$ cat config.mk
export PLATFORM = sky130hd
export DESIGN_NAME = trace_player
export DESIGN_NICKNAME = d
export VERILOG_FILES = /design/src/rtl/trace_pkg.sv /design/src/rtl/trace_hold_reg.sv /design/src/rtl/trace_player.sv
export SDC_FILE = /design/constraint.sdc
export NUM_CORES = 1
export LEC_CHECK = 0
export CAP_MARGIN = 25
export CORE_ASPECT_RATIO = 1.2
export CORE_UTILIZATION = 55
export CTS_BUF_LIST = sky130_fd_sc_hd__clkbuf_8
export DETAILED_ROUTE_END_ITERATION = 10
export PLACE_DENSITY_LB_ADDON = 0.05
export SLEW_MARGIN = 5
export SYNTH_ARGS = -nofsm -noshare
export SYNTH_HDL_FRONTEND = slang
export SYNTH_SLANG_ARGS = --single-unit
$ cat constraint.sdc
create_clock -name clock -period 13.24 [get_ports clock]
set_input_delay 1.986 -clock clock [delete_from_list [all_inputs] [get_ports clock]]
set_output_delay 1.986 -clock clock [all_outputs]
set_load 0.005 [all_outputs]
$ cat src/rtl/trace_pkg.sv
// Shared types and default widths for the trace playback block.
// The record struct is sized to the default widths.
package trace_pkg;

   localparam int WIDTH_DEF   = 8;
   localparam int DELTA_W_DEF = 16;
   localparam int TIME_W_DEF  = 32;

   typedef enum logic [1:0] {
      IDLE,
      RUN,
      FINISH
   } player_state_e;

   typedef struct packed {
      logic [DELTA_W_DEF-1:0] delta;
      logic [WIDTH_DEF-1:0]   value;
      logic                   last;
   } trace_rec_t;

endpackage

$ cat src/rtl/trace_hold_reg.sv
// Single-entry record holding register. Accumulates absolute target times and
// decides each cycle whether a record is due to be applied.
module trace_hold_reg
   import trace_pkg::*;
#(
   parameter int WIDTH   = WIDTH_DEF,
   parameter int DELTA_W = DELTA_W_DEF,
   parameter int TIME_W  = TIME_W_DEF
) (
   input  logic               clock,
   input  logic               reset,
   input  logic               clear_i,
   input  logic               run_i,
   input  logic               rec_valid_i,
   input  logic [DELTA_W-1:0] rec_delta_i,
   input  logic [WIDTH-1:0]   rec_value_i,
   input  logic               rec_last_i,
   input  logic [TIME_W-1:0]  time_now_i,
   output logic               rec_ready_o,
   output logic               apply_o,
   output logic [WIDTH-1:0]   apply_value_o,
   output logic               apply_last_o,
   output logic               apply_late_o
);

   logic              hold_valid_q, hold_valid_d;
   logic [TIME_W-1:0] hold_target_q, hold_target_d;
   logic [WIDTH-1:0]  hold_value_q, hold_value_d;
   logic              hold_last_q, hold_last_d;
   logic [TIME_W-1:0] target_q, target_d;

   logic [TIME_W-1:0] in_target, hold_diff, in_diff;
   logic              hold_apply, accept, bypass;

   // Due test is modular: a non-negative difference means the target is reached.
   assign in_target  = target_q + TIME_W'(rec_delta_i);
   assign hold_diff  = time_now_i - hold_target_q;
   assign in_diff    = time_now_i - in_target;
   assign hold_apply = run_i && hold_valid_q && !hold_diff[TIME_W-1];

   assign rec_ready_o = run_i && !reset && (!hold_valid_q || hold_apply)
                        && !(hold_apply && hold_last_q);
   assign accept      = rec_valid_i && rec_ready_o;

   // A record arriving into an empty holder at or past its target is applied
   // straight away, so an on-time arrival still meets the one-cycle latency.
   assign bypass = accept && !hold_valid_q && !in_diff[TIME_W-1];

   assign apply_o       = hold_apply || bypass;
   assign apply_value_o = hold_apply ? hold_value_q : rec_value_i;
   assign apply_last_o  = hold_apply ? hold_last_q  : rec_last_i;
   assign apply_late_o  = hold_apply ? (hold_diff != '0) : (bypass && (in_diff != '0));

   always_comb begin
      // NOTE: every always_comb output gets a default first so no path leaves it unassigned (no latch).
      hold_valid_d  = hold_valid_q;
      hold_target_d = hold_target_q;
      hold_value_d  = hold_value_q;
      hold_last_d   = hold_last_q;
      target_d      = target_q;
      if (clear_i) begin
         hold_valid_d = 1'b0;
         target_d     = '0;
      end else begin
         if (accept) begin
            target_d = in_target;
         end
         if (accept && !bypass) begin
            hold_valid_d  = 1'b1;
            hold_target_d = in_target;
            hold_value_d  = rec_value_i;
            hold_last_d   = rec_last_i;
         end else if (hold_apply) begin
            hold_valid_d = 1'b0;
         end
      end
   end

   always_ff @(posedge clock) begin
      // NOTE: the payload fields are a single entry, so resetting them is cheap and keeps sim X-free.
      if (reset) begin
         hold_valid_q  <= 1'b0;
         hold_target_q <= '0;
         hold_value_q  <= '0;
         hold_last_q   <= 1'b0;
         target_q      <= '0;
      end else begin
         hold_valid_q  <= hold_valid_d;
         hold_target_q <= hold_target_d;
         hold_value_q  <= hold_value_d;
         hold_last_q   <= hold_last_d;
         target_q      <= target_d;
      end
   end

endmodule

$ cat src/rtl/trace_player.sv
// Replays a stream of (delta, value) records onto wave_out on the recorded cycle.
// Owns the playback FSM, the timeline counter and the registered outputs.
module trace_player
   import trace_pkg::*;
#(
   parameter int               WIDTH   = WIDTH_DEF,
   parameter int               DELTA_W = DELTA_W_DEF,
   parameter int               TIME_W  = TIME_W_DEF,
   parameter logic [WIDTH-1:0] INIT    = '0
) (
   input  logic               clock,
   input  logic               reset,
   input  logic               start,
   input  logic               rec_valid,
   output logic               rec_ready,
   input  logic [DELTA_W-1:0] rec_delta,
   input  logic [WIDTH-1:0]   rec_value,
   input  logic               rec_last,
   output logic [WIDTH-1:0]   wave_out,
   output logic               wave_strobe,
   output logic               busy,
   output logic               done,
   output logic               late_err,
   output logic [TIME_W-1:0]  time_now
);

   player_state_e     state_q, state_d;
   logic [TIME_W-1:0] time_q, time_d;
   logic [WIDTH-1:0]  wave_q, wave_d;
   logic              strobe_q, strobe_d;
   logic              late_q, late_d;

   logic              clear, run;
   logic              apply, apply_last, apply_late;
   logic [WIDTH-1:0]  apply_value;

   assign run = (state_q == RUN);

   trace_hold_reg #(
      .WIDTH   (WIDTH),
      .DELTA_W (DELTA_W),
      .TIME_W  (TIME_W)
   ) u_hold (
      .clock         (clock),
      .reset         (reset),
      .clear_i       (clear),
      .run_i         (run),
      .rec_valid_i   (rec_valid),
      .rec_delta_i   (rec_delta),
      .rec_value_i   (rec_value),
      .rec_last_i    (rec_last),
      .time_now_i    (time_q),
      .rec_ready_o   (rec_ready),
      .apply_o       (apply),
      .apply_value_o (apply_value),
      .apply_last_o  (apply_last),
      .apply_late_o  (apply_late)
   );

   always_comb begin
      state_d  = state_q;
      time_d   = time_q;
      wave_d   = wave_q;
      strobe_d = 1'b0;
      late_d   = late_q;
      clear    = 1'b0;
      case (state_q)
         IDLE: begin
            if (start) begin
               state_d = RUN;
               time_d  = '0;
               late_d  = 1'b0;
               clear   = 1'b1;
            end
         end
         RUN: begin
            time_d = time_q + TIME_W'(1);
            if (apply && apply_last) begin
               state_d = FINISH;
            end
         end
         FINISH:  state_d = IDLE;
         default: state_d = IDLE;
      endcase
      if (apply) begin
         wave_d   = apply_value;
         strobe_d = 1'b1;
         if (apply_late) begin
            late_d = 1'b1;
         end
      end
   end

   always_ff @(posedge clock) begin
      // NOTE: sequential state uses <= so every register samples pre-edge values.
      if (reset) begin
         state_q  <= IDLE;
         time_q   <= '0;
         wave_q   <= INIT;
         strobe_q <= 1'b0;
         late_q   <= 1'b0;
      end else begin
         state_q  <= state_d;
         time_q   <= time_d;
         wave_q   <= wave_d;
         strobe_q <= strobe_d;
         late_q   <= late_d;
      end
   end

   assign wave_out    = wave_q;
   assign wave_strobe = strobe_q;
   assign busy        = (state_q == RUN);
   assign done        = (state_q == FINISH);
   assign late_err    = late_q;
   assign time_now    = time_q;

endmodule

Word-level counts from Yosys, hierarchy flattened
Index checks and enable logic that the tools add are counted.
{"block": "totals", "in_bits": 29, "register_bits": 118}
{"block": "classes", "bitwise": 1, "mux": 17, "n_reduce_logical": 29, "add_sub_neg": 4, "n_eq_ne": 4}
{"cell": "$pmux 32 s2", "n": 1}
{"cell": "$reduce_bool 32->1", "n": 2}
{"cell": "$sub 32x32->32", "n": 2}
{"cell": "$add 32x1->32 const B", "n": 1}
{"cell": "$add 32x16->32", "n": 1}
{"cell": "$mux 32", "n": 1}
{"cell": "$logic_and 1x1->1", "n": 12}
{"cell": "$mux 1", "n": 11}
{"cell": "$mux 8", "n": 1}
{"cell": "$logic_not 1->1", "n": 6}
{"cell": "$reduce_and 2->1", "n": 3}
{"cell": "$mux 2", "n": 2}
{"cell": "$ne 2x2->1 const B", "n": 2}
{"cell": "$pmux 2 s2", "n": 1}
{"cell": "$reduce_bool 2->1", "n": 2}
{"cell": "$eq 2x1->1 const B", "n": 1}
{"cell": "$eq 2x2->1 const B", "n": 1}
{"cell": "$logic_not 2->1", "n": 1}
{"cell": "$logic_or 1x1->1", "n": 2}
{"cell": "$reduce_or 2->1", "n": 1}
{"cell": "$not 1->1", "n": 1}

Longest topological paths before layout
{"block": "depth", "ltp_word": 13, "depth_mapped": 27, "mapped_depth_nobuf": 26}

By module
From an unflattened synthesis, not the netlist that was laid out.
{"block": "hier_totals", "cells_unflattened": 1293, "area_unflattened_um2": 10259.8}
{"module": "trace_hold_reg", "seq_area_each_um2": 1481.4, "area_per_inst_um2": 8175.3, "n_inst": 1, "cells_per_inst": 1058}
{"module": "trace_player", "seq_area_each_um2": 880.8, "area_per_inst_um2": 2084.5, "n_inst": 1, "cells_per_inst": 235}

Worst setup path after synthesis
OpenSTA, ideal clock, no wires.
{"block": "synth_timing", "path_kind": "input to register", "start": "input port rec_delta[4]", "end": "register late_q, in the netlist late_err", "arrival_ns": 7.146, "stages": 26, "path_slack_ns": 5.967, "setup_time_ns": 0.127, "required_time_ns": 13.113, "cell_sequence": "ha_1 and3_1 a221oi_1 o21bai_1 a21oi_1 nor2b_1 o21a_1 o21ai_0 nand2b_1 a21oi_1 xnor2_1 inv_1 ha_1 and3_1 a221o_1 a211oi_1 o21bai_1 a221oi_1 a21oi_1 maj3_1 a21oi_1 nor3_1 a211oi_1 xnor2_1 nor4b_1 a31oi_1"}
{"block": "synth_between", "elab_chain_len": 8, "word_cells_on_any_way": 10}
{"element": "start: declaration", "line": "trace_player.sv:16", "rtl": "input logic [DELTA_W-1:0] rec_delta,"}
{"element": "$add 32x16->32 (*)", "line": "trace_hold_reg.sv:36", "rtl": "assign in_target = target_q + TIME_W'(rec_delta_i);"}
{"element": "$sub 32x32->32 (*)", "line": "trace_hold_reg.sv:38", "rtl": "assign in_diff = time_now_i - in_target;"}
{"element": "parallel branches: the longest is 5 deep, another holds $reduce_bool 32->1"}
{"element": "$mux 1 (*)", "line": "trace_player.sv:85", "rtl": "if (apply) begin"}
{"element": "end signal: assignment", "line": "trace_player.sv:107", "rtl": "late_q <= late_d;"}
{"element": "end: declaration", "line": "trace_player.sv:31", "rtl": "logic late_q, late_d;"}
Every way passes the cells marked *.
A chain may end at the register's enable or synchronous reset.

Worst setup path after layout
{"block": "layout_timing", "start": "input port rec_delta[0]", "end": "register u_hold.hold_target_q[19]"}
{"block": "layout_between", "elab_chain_len": 7}
{"element": "$add 32x16->32 (*)", "line": "trace_hold_reg.sv:36"}
{"element": "$sub 32x32->32", "line": "trace_hold_reg.sv:38"}
{"element": "$logic_not 1->1", "line": "trace_hold_reg.sv:47", "rtl": "assign bypass = accept && !hold_valid_q && !in_diff[TIME_W-1];"}
{"element": "$logic_and 1x1->1", "line": "trace_hold_reg.sv:47"}
{"element": "$logic_not 1->1", "line": "trace_hold_reg.sv:68", "rtl": "if (accept && !bypass) begin"}
{"element": "$logic_and 1x1->1", "line": "trace_hold_reg.sv:68"}
{"element": "$reduce_and 2->1 (no source line)"}
{"element": "end signal: assignment", "line": "trace_hold_reg.sv:89", "rtl": "hold_target_q <= hold_target_d;"}
{"element": "end: declaration", "line": "trace_hold_reg.sv:27", "rtl": "logic [TIME_W-1:0] hold_target_q, hold_target_d;"}
Every way passes the cells marked *; elsewhere a longest branch is shown, timed or not.

==> flow_summary_export.csv <==
group,metric,value,unit
outcome,status,"finished clean",
worst_setup_path,crit_start,"rec_delta[0]",
synth,synth_cell_types,90,
timing,worst_slew_pin_slew,1.03,ns
power,powerDensity,84.3,nW/um2
worst_setup_path,crit_path_frequent_cell,"a21oi_1",
worst_setup_path,crit_family,"compound AO/OA/AOI/OAI gates",
detailed_routing,ant_nets,0,
global_routing,overflow,0,
worst_setup_path,cp_max_fo,41,
power,p_switching,279,uW
floorplanning,die_y,149,um
min_path,hold_class,"flip-flop to flip-flop",
timing,finClkSkew,0.0161,ns
cts,cts_resized,0,
cts,tritoncts,"yes",
cts,htreeDepth,4,
worst_setup_path,slowest_delay,0.60,ns
layout,multi_input_area,6950,um2
power,vdd.ir_drop.worst,0.0000529,V
timing,hold_violations,0,
layout,synthToLayoutAreaGrowth,12.9,%
min_path,hold-path-endpoint,"wave_out[2]$_SDFFE_PP0P_",
worst_setup_path,cp_slowest_cell,"a21oi_4",
timing,fin_tns_setup,0,ns
synth,syn_inst,1287,
power,p_int,660,uW
timing,maxSlewViolCount,0,
cts,cts_setup_buffers,0,
worst_setup_path,crit_path_end_kind,"flip-flop",
power,total_power,939,uW
cts,clockBufferDepth,2,
timing,maxSlewHeadroom,31.3,%
cts,path_clk_slew,0.08,ns
detailed_routing,drc_errors,0,
detailed_routing,drtIter0Drc,763,
worst_setup_path,criticalPathCategory,"input port to flip-flop",
detailed_routing,vias,9621,
global_routing,grt_max_degree,87,
place,hpwl,21200,um
synth,ys_ff_latch,118,
timing,period_share,63.0,%
floorplanning,row_count,53,
worst_setup_path,r2r_cells,26,
global_routing,grt_pass1_vias,8901,
global_routing,grt_pass1_wl,45200,um
min_path,holdPathStages,2,
layout,drive_above_1_share,6.77,%
synth,synth_top_flop_cell,"dfxtp_1",
floorplanning,core,17600,um2
floorplanning,num_io_pins,74,
timing,grt_setup_unrepaired,"false",
power,pwr-share-clk,41.9,%
synth,netlist_area,9880,um2
global_routing,grt.total_usage,30.4,%
floorplanning,dieWidth,124,um
synth,yosysSeqAreaShare,23.9,%
layout,regArea,2360,um2
synth,ys_top_cells_by_area,"dfxtp_1, ha_1, a21oi_1",
synth,ys_warn_count,0,
power,seqPwrFrac,38.8,%
cts,holdBufCountCts,0,
synth,ys_top_cells_by_count,"a21oi_1, nor2_1, dfxtp_1",
worst_setup_path,cp_num_buf_inv,3,
layout,fillers,1621,
global_routing,antenna_found_initial,0,
synth,synth_area_leader_cell,"dfxtp_1",
worst_setup_path,regToRegSetupSlack,6.53,ns
detailed_routing,wl_per_cell,18.0,um
detailed_routing,drt_pass1_iterations,5,
place,place_congestion,0.960,
timing,fmax,120,MHz
worst_setup_path,cp.required,13.61,ns
cts,ctsRootBufferMaster,"clkbuf_8",
layout,layout.cells.non_filler,1565,
power,p_comb_share,19.3,%
worst_setup_path,crit_cells,27,
synth,yosysTopAreaCellShare,23.9,%
detailed_routing,vias_per_cell,6.15,
worst_setup_path,rr_endpoint,"u_hold.hold_target_q[19]$_SDFFE_PP0P_",
power,p_sw_share,29.7,%
synth,async_flop_share,0,%
power,leakagePower,4.43,nW
place,placedCellCount,1532,
timing,timing.hold.ws,0.458,ns
floorplanning,dieArea,18500,um2
layout,nNetsFinal,1438,
cts,cts-buffers-inserted,17,
worst_setup_path,cp_data_arrival_time,8.71,ns
detailed_routing,routed_wl,28200,um
place,port_buffers,73,
layout,diodes,0,
synth,yosysMostFrequentCell,"a21oi_1",
min_path,min_from,"wave_out[2]$_SDFFE_PP0P_",
timing,fin_crit,8.34,ns
synth,syn_nets,1393,
worst_setup_path,cp-start-kind,"input port",
cts,clock_latency,0.46,ns
worst_setup_path,crit-reg2reg-launch,"u_hold.target_q[0]$_SDFFE_PP0P_",
synth,synth_edf_count,0,
synth,syn_area_per_cell,7.68,um2
job,max-cap-violations,0,
floorplanning,initial_core_util,56.2,%
timing,setup_viol,0,
cts,clock-sinks,118,
flip-flops by register name (all words and copies together), names as in the netlist:
register              flops
time_now                 32
u_hold.hold_target_q     32
u_hold.target_q          32
u_hold.hold_value_q       8
wave_out                  8
state_q                   2
late_err                  1
u_hold.hold_last_q        1
u_hold.hold_valid_q       1
wave_strobe               1
cell usage in the layout (no fill, tap or decap), types with 17 or more instances in the layout:
cell and n:
clkbuf_8 17, a21oi_1 131, nor3_1 17, clkdlybuf4s50_1 72
inv_1 89, nand4_1 24, and3_1 30, ha_1 74
a21o_1 32, nand2_1 117, xor2_1 25, o21ai_0 43
xnor2_1 43, nand2b_1 19, nor2_1 120, nand3_1 51
o21a_1 22, dfxtp_1 118
worst max path at each step:
stage / to / slack, ns
floorplan: late_err$_SDFF_PP0_ / 5.97
global placement: u_hold.hold_target_q[14]$_SDFFE_PP0P_ / 4.54
detailed placement: u_hold.hold_target_q[30]$_SDFFE_PP0P_ / 4.50
CTS: u_hold.hold_target_q[30]$_SDFFE_PP0P_ / 4.96
global route: u_hold.hold_target_q[31]$_SDFFE_PP0P_ / 4.41
finish: u_hold.hold_target_q[19]$_SDFFE_PP0P_ / 4.90
power by group through the flow:
stage               Clock [mW]  Sequential (mW)  Combinational, mW
floorplan                    0            0.372              0.131
global placement             0            0.373              0.176
detailed placement           0            0.373              0.177
CTS                      0.397            0.364              0.178
global route             0.414            0.365              0.198
finish                   0.394            0.365              0.181
per-stage QoR:
step / setup WS (ns) / util [%] / cell area, um2
after CTS: 4.96 / 63.4 / 11100
after detailed placement: 4.50 / 60.8 / 10700
after global placement: 4.54 / 60.8 / 10700
after global routing: 4.41 / 63.4 / 11100
after floorplan: 5.97 / - / 9880
final: 4.90 / 63.4 / 11100
logic make-up after synthesis:
logic type,Yosys count,share of synthesized area (%)
XOR/XNOR,72,6.87
multiplexers,16,1.70
AND/OR/NAND/NOR,455,22.5
flip-flops,118,23.9
adder cells (fa/ha/maj),86,10.9
buffers and inverters,141,5.83
AO/OA/AOI/OAI,399,28.2
final cells by class:
cell class / instances / share of cell area (%)
inverter: 88 / 2.96
multi-input combinational: 1028 / 62.3
clock buffer: 17 / 2.10
clock inverter: 15 / 2.02
tap: 220 / 2.47
timing repair buffer: 79 / 6.94
sequential: 118 / 21.2
layer usage:
| metal | track usage, % | share of wire, % | up-vias | wire, um |
|---|---|---|---|---|
| li1 | - | - | 4784 | - |
| met1 | 40.2 | 46 | 4515 | 13000 |
| met2 | 52.1 | 47 | 280 | 13400 |
| met3 | 3.91 | 4.8 | 42 | 1360 |
| met4 | 8.25 | 1.7 | 0 | 475 |
| met5 | 0 | 0 | - | 0 |
worst reg2reg max path: stages (launching register included):
cell and delay [ns]:
dfxtp_1 0.32, ha_1 0.21, fa_1 0.47, a211oi_1 0.32, o21bai_1 0.11, a21oi_1 0.24
o21bai_1 0.10, a21oi_1 0.24, o21ai_0 0.17, nand2_1 0.11, nand2_1 0.06, a21oi_1 0.17
xnor2_1 0.21, inv_1 0.09, ha_1 0.35, a21oi_1 0.14, nand2_1 0.09, or3_1 0.31
a32oi_1 0.42, o311ai_2 0.20, maj3_2 0.37, a31o_4 0.27, xnor2_4 0.17, a21oi_4 0.60
buf_4 0.56, nor2_1 0.13, a211oi_2 0.20
No activity file was read; power rests on OpenSTA's default activity.
